[config.mk]
export PLATFORM = sky130hd
export DESIGN_NAME = result_display
export DESIGN_NICKNAME = d
export VERILOG_FILES = /design/src/rtl/micro_pkg.sv /design/src/rtl/result_display_seg7_decoder.sv /design/src/rtl/result_display.sv
export SDC_FILE = /design/constraint.sdc
export NUM_CORES = 1
export LEC_CHECK = 0
export ABC_CLOCK_PERIOD_IN_PS = 3100
export CORE_AREA = 2 2 84 86
export CTS_BUF_LIST = sky130_fd_sc_hd__clkbuf_8 sky130_fd_sc_hd__clkbuf_16
export DETAILED_ROUTE_END_ITERATION = 16
export DIE_AREA = 0 0 86 88
export PLACE_DENSITY = 0.72
export SLEW_MARGIN = 20
export SYNTH_ARGS = -nofsm -noshare
export SYNTH_HDL_FRONTEND = slang
export SYNTH_HIERARCHICAL = 1
export SYNTH_SLANG_ARGS = --single-unit
[constraint.sdc]
create_clock -name clk -period 3.1 [get_ports clk]
set_input_delay 0.465 -clock clk [delete_from_list [all_inputs] [get_ports clk]]
set_output_delay 0.465 -clock clk [all_outputs]
set_load 0.01 [all_outputs]
[src/rtl/micro_pkg.sv]
// Shared definitions for the result display stage: FSM encoding and display constants.
package micro_pkg;

  typedef enum logic [1:0] {
    IDLE    = 2'd0,
    CONVERT = 2'd1,
    DONE    = 2'd2
  } state_t;

  localparam logic [6:0] SEG_BLANK = 7'h7F;
  localparam int         DIGITS    = 3;

endpackage

[src/rtl/result_display_seg7_decoder.sv]
// Combinational BCD to active-low seven-segment decoder (gfedcba) with blanking.
module seg7_decoder
  import micro_pkg::*;
(
  input  logic [3:0] digit,
  input  logic       blank,
  output logic [6:0] seg
);

  always_comb begin
    seg = SEG_BLANK;
    if (!blank) begin
      case (digit)
        4'd0:    seg = 7'h40;
        4'd1:    seg = 7'h79;
        4'd2:    seg = 7'h24;
        4'd3:    seg = 7'h30;
        4'd4:    seg = 7'h19;
        4'd5:    seg = 7'h12;
        4'd6:    seg = 7'h02;
        4'd7:    seg = 7'h78;
        4'd8:    seg = 7'h00;
        4'd9:    seg = 7'h10;
        default: seg = SEG_BLANK;
      endcase
    end
  end

endmodule

[src/rtl/result_display.sv]
// Captures an 8-bit result, converts it to BCD by sequential double-dabble and
// scans it onto a 3-digit multiplexed seven-segment display.
module result_display
  import micro_pkg::*;
#(
  parameter int REFRESH_CYCLES = 50000
) (
  input  logic        clk,
  input  logic        reset,
  input  logic [7:0]  result,
  input  logic        result_valid,
  output logic        busy,
  output logic [11:0] bcd,
  output logic        bcd_valid,
  output logic [6:0]  seg,
  output logic [2:0]  an
);

  localparam int CNT_W = $clog2(REFRESH_CYCLES);

  state_t           state;
  logic [2:0]       iter;
  logic             shown;
  logic [7:0]       shreg;
  logic [11:0]      work;
  logic [11:0]      work_adj;
  logic [11:0]      work_next;
  logic [7:0]       shreg_next;
  logic [CNT_W-1:0] refresh_cnt;
  logic [1:0]       digit_idx;
  logic [3:0]       digit;
  logic             digit_blank;
  logic [6:0]       digit_seg;

  // Add 3 to every nibble >= 5; each nibble is adjusted independently.
  function automatic logic [11:0] add3(input logic [11:0] v);
    logic [11:0] r;
    r = v;
    for (int i = 0; i < DIGITS; i++) begin
      if (r[4*i +: 4] >= 4'd5) r[4*i +: 4] = r[4*i +: 4] + 4'd3;
    end
    return r;
  endfunction

  assign work_adj                = add3(work);
  assign {work_next, shreg_next} = {work_adj, shreg} << 1;

  always_ff @(posedge clk) begin
    if (reset) begin
      state     <= IDLE;
      iter      <= 3'd0;
      busy      <= 1'b0;
      bcd       <= 12'h000;
      bcd_valid <= 1'b0;
      shown     <= 1'b0;
    end else begin
      case (state)
        IDLE, DONE: begin
          if (result_valid) begin
            iter      <= 3'd0;
            busy      <= 1'b1;
            bcd_valid <= 1'b0;
            state     <= CONVERT;
          end
        end
        CONVERT: begin
          iter <= iter + 3'd1;
          if (iter == 3'd7) begin
            bcd       <= work_next;
            bcd_valid <= 1'b1;
            shown     <= 1'b1;
            busy      <= 1'b0;
            state     <= DONE;
          end
        end
        default: state <= IDLE;
      endcase
    end
  end

  // Working registers carry no reset: a restart always reloads them on capture.
  always_ff @(posedge clk) begin
    if (state != CONVERT && result_valid) begin
      shreg <= result;
      work  <= 12'h000;
    end else if (state == CONVERT) begin
      shreg <= shreg_next;
      work  <= work_next;
    end
  end

  always_comb begin
    digit       = bcd[3:0];
    digit_blank = !shown;
    case (digit_idx)
      2'd1: begin
        digit       = bcd[7:4];
        digit_blank = !shown || (bcd[11:4] == 8'h00);
      end
      2'd2: begin
        digit       = bcd[11:8];
        digit_blank = !shown || (bcd[11:8] == 4'h0);
      end
      default: ;
    endcase
  end

  seg7_decoder u_decoder (
    .digit (digit),
    .blank (digit_blank),
    .seg   (digit_seg)
  );

  // Scanner stage: seg/an are registered from the current digit index and bcd.
  always_ff @(posedge clk) begin
    if (reset) begin
      refresh_cnt <= '0;
      digit_idx   <= 2'd0;
      seg         <= SEG_BLANK;
      an          <= 3'b111;
    end else begin
      if (refresh_cnt == CNT_W'(REFRESH_CYCLES - 1)) begin
        refresh_cnt <= '0;
        digit_idx   <= (digit_idx == 2'd2) ? 2'd0 : digit_idx + 2'd1;
      end else begin
        refresh_cnt <= refresh_cnt + CNT_W'(1);
      end
      seg <= digit_seg;
      an  <= shown ? ~(3'b001 << digit_idx) : 3'b111;
    end
  end

endmodule

==> results.txt, run 1 <==
----------------------------------------------------
[Critical path]
  Category of the critical setup timing path ... reg -> reg
  Crit path DAT ... 2.68 ns
  CP top delay family ... adder cells
  Master of the slowest instance on the critical path ... ha_1
  Worst path bufs/invs ... 2
  Critical Path Source Type ... flop
  Crit path capture type ... flop
  Worst-path maximum fanout ... 9
  Worst Path Required ... 3.34 ns
  Critical Path, Cell by Cell ... inv_1 > ha_1 > nor2_1 > a21oi_1 > inv_1 > ha_1 > nor3b_2 > a21oi_1 > or2_2
  Crit-path max cell delay ... 0.43 ns

[Timing]
  Final setup violating endpoints ... 0
  Setup Skew ... 0.00495 ns
  Worst slew pin tran ... 0.701 ns
  Post-route setup TNS ... 0 ns
  Max Clk Rate ... 410 MHz
  Max-slew headroom at the worst pin ... 53.3%
  Final number of max-transition violations ... 0
  Final worst-path setup slack ... 0.661 ns
  Endpoints failing hold ... 0
  Period Utilization, post-route ... 78.7%
  Setup repair after global routing missed its margin ... false
  Final period demand of the worst path ... 2.44 ns

[Detailed routing]
  Remaining number of nets flagged by the antenna check after routing ... 0
  Via count ... 2,473
  DRT Pass-1 Iters ... 4
  Initial drt markers ... 102
  Wire length reported by the detailed router ... 6130 um
  DR DRC count ... 0
  Avg WL per Cell ... 13.1 um
  Number of vias per cell after detailed routing ... 5.30

[GRT]
  First-pass GRT wire length ... 10,400 um
  Congestion Overflow GR ... 0
  Maximum number of pins on one net before global-route repair ... 33
  Initial antenna violation count ... 0
  Overall track demand over capacity in global routing ... 17.5%
  Vias in the first global route ... 2,280

[Floorplan]
  Number of top-level pins ... 35
  Area of the die ... 7570 sq um
  Die Width ... 86 um
  Initial cell density of the core ... 48.3%
  Height of the chip ... 88 um
  Num rows ... 30
  Std-Cell Core Area ... 6640 sq um

[Logic synthesis]
  Part of the Yosys area used for sequential elements ... 44.9%
  Top_reg_cell synth ... dfxtp_1
  Number of nets produced by synthesis ... 377
  Post-synth EDFFs ... 8
  Per-instance average area after synthesis ... 9.25 sq um
  Most area-hungry cell type in the Yosys netlist ... dfxtp_1
  Netlist cell types ... 47
  Synth area leaders ... dfxtp_1 (37%), edfxtp_1 (7.5%), ha_1 (7.4%), nor2_1 (5.0%), xnor2_1 (4.1%)
  Cell count after synthesis ... 347
  Fraction of post-synthesis cell area in the top cell type by area ... 37.4%
  Synth warn ... 6
  Share of flip-flops with an asynchronous set or reset ... 0%
  Syn Std Cell Area ... 3210 sq um
  Flops & latches, synth ... 68

[Worst hold path]
  Path class of the lowest-slack min-delay path ... reg -> reg

[Clock network]
  Number of buffers inserted by hold repair at cts ... 0
  Number of buffers on the longest clock path ... 2
  Total CTS buffers ... 9
  H-Tree Level Count ... 3
  Latest clock arrival within the worst-skew pair ... 0.35 ns
  CTS tree ... built
  Clock slew at reported path FFs ... 0.07 ns
  Number of buffers inserted by post-CTS setup repair ... 0
  Root Driver ... clkbuf_8
  # clock sinks ... 68
  Count of instances resized after the clock tree is built ... 0

[Placement]
  Placed standard-cell area ... 3590 sq um
  Input/output buffers ... 34
  Routability-driven placement congestion ratio ... 0.784
  Post-place setup slack ... 0.689 ns
  HPWL Detailed ... 4270 um
  Placed instance count ... 451

[Pwr]
  Static leakage ... 1.35 nW
  Pwr Density ... 478 nW/um^2
  IR Drop Worst-Case VDD ... 0.267 mV

[Final layout]
  Fin nets ... 412
  Final Core Density ... 57.3%
  Most common cell after layout, fill and taps aside ... dfxtp_1
  Commonest cells after routing, fill and taps aside ... dfxtp_1 (60), nor2_1 (43), clkdlybuf4s50_1 (34)
  Diode insertion count for antenna repair ... 0
  Non-filler instance count after layout ... 467
  Area Growth Syn to Fin ... 18.5%
  Post-route cell area ... 3800 sq um
  Fraction of layout cells with a size suffix above 1 ... 11.4%

[Job]
  Number of maximum-capacitance constraint violations ... 0

[Outcome]
  Run status ... finished, final reports clean

----------------------------------------------------
-- final cells by class --
class,count,area [sq um]
fill,567,2840
multi-input combinational,247,1620
sequential,68,1440
timing repair buffer,37,363
clock buffer,11,163
tap,80,100
inverter,19,71.3
clock inverter,5,48.8
-- stage by stage --
| step | power (mW) | hold WS, ns |
|---|---|---|
| CTS | 1.83 | 0.476 |
| detailed placement | 1.07 | 0.464 |
| global route | 1.89 | 0.514 |
| finish | 1.82 | 0.471 |
| floorplan | 1.03 | 0.439 |
| global placement | 1.06 | 0.454 |
-- power by group --
group          leakage, nW  switching (mW)  internal, mW
registers            0.566          0.0164         0.920
logic                0.669          0.0590        0.0523
clock network        0.115           0.334         0.435
total                 1.35           0.409          1.41
-- worst paths after layout --
path,depth (start not counted),to,slack (ns),startpoint
setup / recovery,9,seg[3],0.66,digit_idx[0]
hold / removal,2,bcd_valid,0.47,bcd_valid
setup reg to reg,9,seg[3],0.66,digit_idx[0]
hold reg to reg,2,bcd_valid,0.47,bcd_valid
-- cells by family after synthesis --
family	share of synthesized area (%)
AND/OR/NAND/NOR	22.2
flip-flops	44.9
AO/OA/AOI/OAI	12.0
XOR/XNOR	4.64
multiplexers	4.13
adder cells (fa/ha/maj)	7.41
buffers and inverters	4.72
-- state kept, by name, summed over array words and instances, names as in the netlist --
register / count
state: 2
bcd_valid: 1
digit_idx: 2
work: 12
shreg: 8
shown: 1
seg: 7
busy: 1
an: 3
iter: 3
refresh_cnt: 16
bcd: 12
-- synthesized netlist by cell type, types with 3 or more instances --
cell type and number:
edfxtp_1 8, nand2_1 17, nor4_1 5, nor2b_1 4, o21ai_0 23, o31ai_1 3
nor3_1 7, a21oi_1 24, a211oi_1 3, a22oi_1 5, nand2b_1 8, dfxtp_1 60
nor2_1 43, xnor2_1 15, or2_2 7, inv_1 19, mux2_2 10, clkbuf_1 10
or3_1 6, o211ai_1 3, nor3b_1 3, ha_1 19, nand3b_1 7, nand3_1 7
-- tightest hold or removal path, delay by kind of cell, from the launching register on --
kind	cells	cell delay [ns]
AOI/OAI and AO/OA	1	0.06
DFF	1	0.31
and+or+nand+nor	1	0.06
-- routing by layer --
| metal | GRT usage, % | share of wire, % |
|---|---|---|
| met4 | 9.38 | 2.4 |
| met3 | 3.11 | 3.7 |
| met2 | 28.1 | 46 |
| met1 | 22.4 | 48 |
| met5 | 0 | 0 |
Power figures use the tool's default switching activity.
==> run 2: changes to the inputs <==
--- a/config.mk
+++ b/config.mk
@@ -5,7 +5,7 @@
 export SDC_FILE = /design/constraint.sdc
 export NUM_CORES = 1
 export LEC_CHECK = 0
-export ABC_CLOCK_PERIOD_IN_PS = 3100
+export ABC_CLOCK_PERIOD_IN_PS = 2500
 export CORE_AREA = 2 2 84 86
 export CTS_BUF_LIST = sky130_fd_sc_hd__clkbuf_8 sky130_fd_sc_hd__clkbuf_16
 export DETAILED_ROUTE_END_ITERATION = 16
==> constraint.sdc (replaced) <==
create_clock -name clk -period 2.5 [get_ports clk]
set_input_delay 0.375 -clock clk [delete_from_list [all_inputs] [get_ports clk]]
set_output_delay 0.375 -clock clk [all_outputs]
set_load 0.01 [all_outputs]
==> run 2 against run 1 <==
  * Non-clock buffer count increased by 5
  * Cell count grew 1.1%
  * Global-route usage decreased by 0.43 points
  * First-iteration DRC count fell by 3.9%
  * Clock-buffer cell count fell by 1
  * Cell area up 1.0%
  * Combinational power up 28%
  * Sequential share of layout area shrank 0.38 points
  * Sequential power is 24% higher
  * Setup slack got worse by 0.44 ns
  * Clock skew increased by 0.0019 ns
  * Critical endpoint unchanged
==> results.txt, run 2 (same netlist as run 1, synthesis figures left out) <==
----------------------------------------------------
[Outcome]
  Run status ... finished, final reports clean (unchanged)

[GRT]
  First-pass GRT wire length ... 10,200 um (was 10,400 um)
  Vias in the first global route ... 2,287 (was 2,280)
  Maximum number of pins on one net before global-route repair ... 30 (was 33)
  Congestion Overflow GR ... 0 (unchanged)
  Overall track demand over capacity in global routing ... 17.0% (was 17.5%)
  Initial antenna violation count ... 0 (unchanged)

[Clock network]
  Latest clock arrival within the worst-skew pair ... 0.34 ns (was 0.35 ns)
  # clock sinks ... 68 (unchanged)
  Number of buffers on the longest clock path ... 2 (unchanged)
  Total CTS buffers ... 9 (unchanged)
  Root Driver ... clkbuf_8 (unchanged)
  CTS tree ... built (unchanged)
  H-Tree Level Count ... 3 (unchanged)
  Number of buffers inserted by post-CTS setup repair ... 0 (unchanged)
  Clock slew at reported path FFs ... 0.08 ns (was 0.07 ns)

[Timing]
  Setup Skew ... 0.00683 ns (was 0.00495 ns)
  Final period demand of the worst path ... 2.28 ns (was 2.44 ns)
  Final number of max-transition violations ... 0 (unchanged)
  Period Utilization, post-route ... 91.0% (was 78.7%)
  Final setup violating endpoints ... 0 (unchanged)
  Worst slew pin tran ... 0.415 ns (was 0.701 ns)
  Endpoints failing hold ... 0 (unchanged)
  Max Clk Rate ... 439 MHz (was 410 MHz)
  Setup repair after global routing missed its margin ... false (unchanged)
  Final worst-path setup slack ... 0.224 ns (was 0.661 ns)
  Post-route setup TNS ... 0 ns (unchanged)
  Max-slew headroom at the worst pin ... 72.3% (was 53.3%)

[Final layout]
  Diode insertion count for antenna repair ... 0 (unchanged)
  Fin nets ... 417 (was 412)
  Fraction of layout cells with a size suffix above 1 ... 13.0% (was 11.4%)
  Most common cell after layout, fill and taps aside ... dfxtp_1 (unchanged)
  Commonest cells after routing, fill and taps aside ... dfxtp_1 (60), nor2_1 (43), clkdlybuf4s50_1 (34) (unchanged)
  Registers with the highest flip-flop counts ... refresh_cnt x16, bcd x12, work x12 (unchanged)
  Max reg flops ... 16 (unchanged)
  Area Growth Syn to Fin ... 19.7% (was 18.5%)
  Top reg by flops ... refresh_cnt (unchanged)

[Detailed routing]
  Number of vias per cell after detailed routing ... 5.26 (was 5.30)
  Remaining number of nets flagged by the antenna check after routing ... 0 (unchanged)
  Initial drt markers ... 98 (was 102)
  Wire length reported by the detailed router ... 6000 um (was 6130 um)
  DR DRC count ... 0 (unchanged)
  Avg WL per Cell ... 12.7 um (was 13.1 um)
  DRT Pass-1 Iters ... 4 (unchanged)
  Via count ... 2,483 (was 2,473)

[Floorplan]
  Initial cell density of the core ... 48.3% (unchanged)
  Std-Cell Core Area ... 6640 sq um (unchanged)
  Area of the die ... 7570 sq um (unchanged)
  Height of the chip ... 88 um (unchanged)
  Die Width ... 86 um (unchanged)
  Num rows ... 30 (unchanged)
  Number of top-level pins ... 35 (unchanged)

[Critical path]
  Worst Path Required ... 2.73 ns (was 3.34 ns)
  Register-to-register setup slack ... 0.22 ns (was 0.66 ns)
  Crit path capture type ... flop (unchanged)
  Category of the critical setup timing path ... reg -> reg (unchanged)
  Critical Path Source Type ... flop (unchanged)
  Worst-path maximum fanout ... 9 (unchanged)
  Crit path DAT ... 2.51 ns (was 2.68 ns)

[Placement]
  Input/output buffers ... 34 (unchanged)
  Post-place setup slack ... 0.162 ns (was 0.689 ns)
  Routability-driven placement congestion ratio ... 0.795 (was 0.784)
  HPWL Detailed ... 4320 um (was 4270 um)

[Pwr]
  Power after layout ... 2.24 mW (was 1.82 mW)
  Pwr Density ... 583 nW/um^2 (was 478 nW/um^2)
  Static leakage ... 1.37 nW (was 1.35 nW)
  IR Drop Worst-Case VDD ... 0.283 mV (was 0.267 mV)

[Job]
  Number of maximum-capacitance constraint violations ... 0 (unchanged)

[Worst hold path]
  Path class of the lowest-slack min-delay path ... reg -> reg (unchanged)

----------------------------------------------------
[run 2: cell types whose count changed in the layout (fill, tap and decap cells not counted), sizes merged]
| cell | delta |
|---|---|
| buf | +5 |
| clkbuf | -1 |
| clkinv | +1 |
[run 2: layer usage]
| metal | vias up | global-route usage [%] | routed length (um) |
|---|---|---|---|
| li1 | 1281 | - | - |
| met1 | 1140 | 20.8 | 2820 |
| met2 | 52 | 28.9 | 2870 |
| met3 | 10 | 3.02 | 197 |
| met4 | 0 | 8.80 | 115 |
| met5 | - | 0 | 0 |
[run 2: timing repair]
| action | 4_1_cts | 5_1_grt |
|---|---|---|
| setup endpoints to repair | 0 | 2 |
| hold buffers | 0 | 0 |
| gates resized for setup | 0 | 1 |
[run 2: final cells by class]
cell class | instances | area (sq um)
clock buffer | 10 | 149
clock inverter | 6 | 60.1
fill | 577 | 2800
inverter | 19 | 71.3
multi-input combinational | 247 | 1620
sequential | 68 | 1440
tap | 80 | 100
timing repair buffer | 42 | 400
[run 2: worst paths after layout]
path                        from             end  cells past startpoint
setup reg to reg    digit_idx[0]          seg[3]                      9
hold reg to reg   refresh_cnt[0]  refresh_cnt[0]                      1
hold / removal    refresh_cnt[0]  refresh_cnt[0]                      1
setup / recovery    digit_idx[0]          seg[3]                      9
[run 2: worst max-delay path, cell delays in order (launching register included)]
cell     delay, ns
dfxtp_1       0.42
inv_1         0.11
ha_1          0.45
nor2_1        0.09
a21oi_2       0.19
inv_1         0.11
ha_1          0.30
nor3b_2       0.17
a21oi_1       0.05
or2_2         0.27
[run 2: per-stage QoR]
stage                     std cells  util [%]  hold slack [ns]  instance area [sq um]
after global routing            472      57.8            0.497                   3840
after detailed placement        456      54.6            0.458                   3630
after global placement          456      54.6            0.453                   3630
final                           472      57.8            0.473                   3840
after floorplan                 347         -            0.439                   3210
after CTS                       472      57.8            0.478                   3840
[run 2: power breakdown]
group	internal, mW	total [mW]	switching, mW
sequential	1.14	1.16	0.0193
clock	0.518	0.939	0.421
combinational	0.0681	0.142	0.0738
total	1.73	2.24	0.514
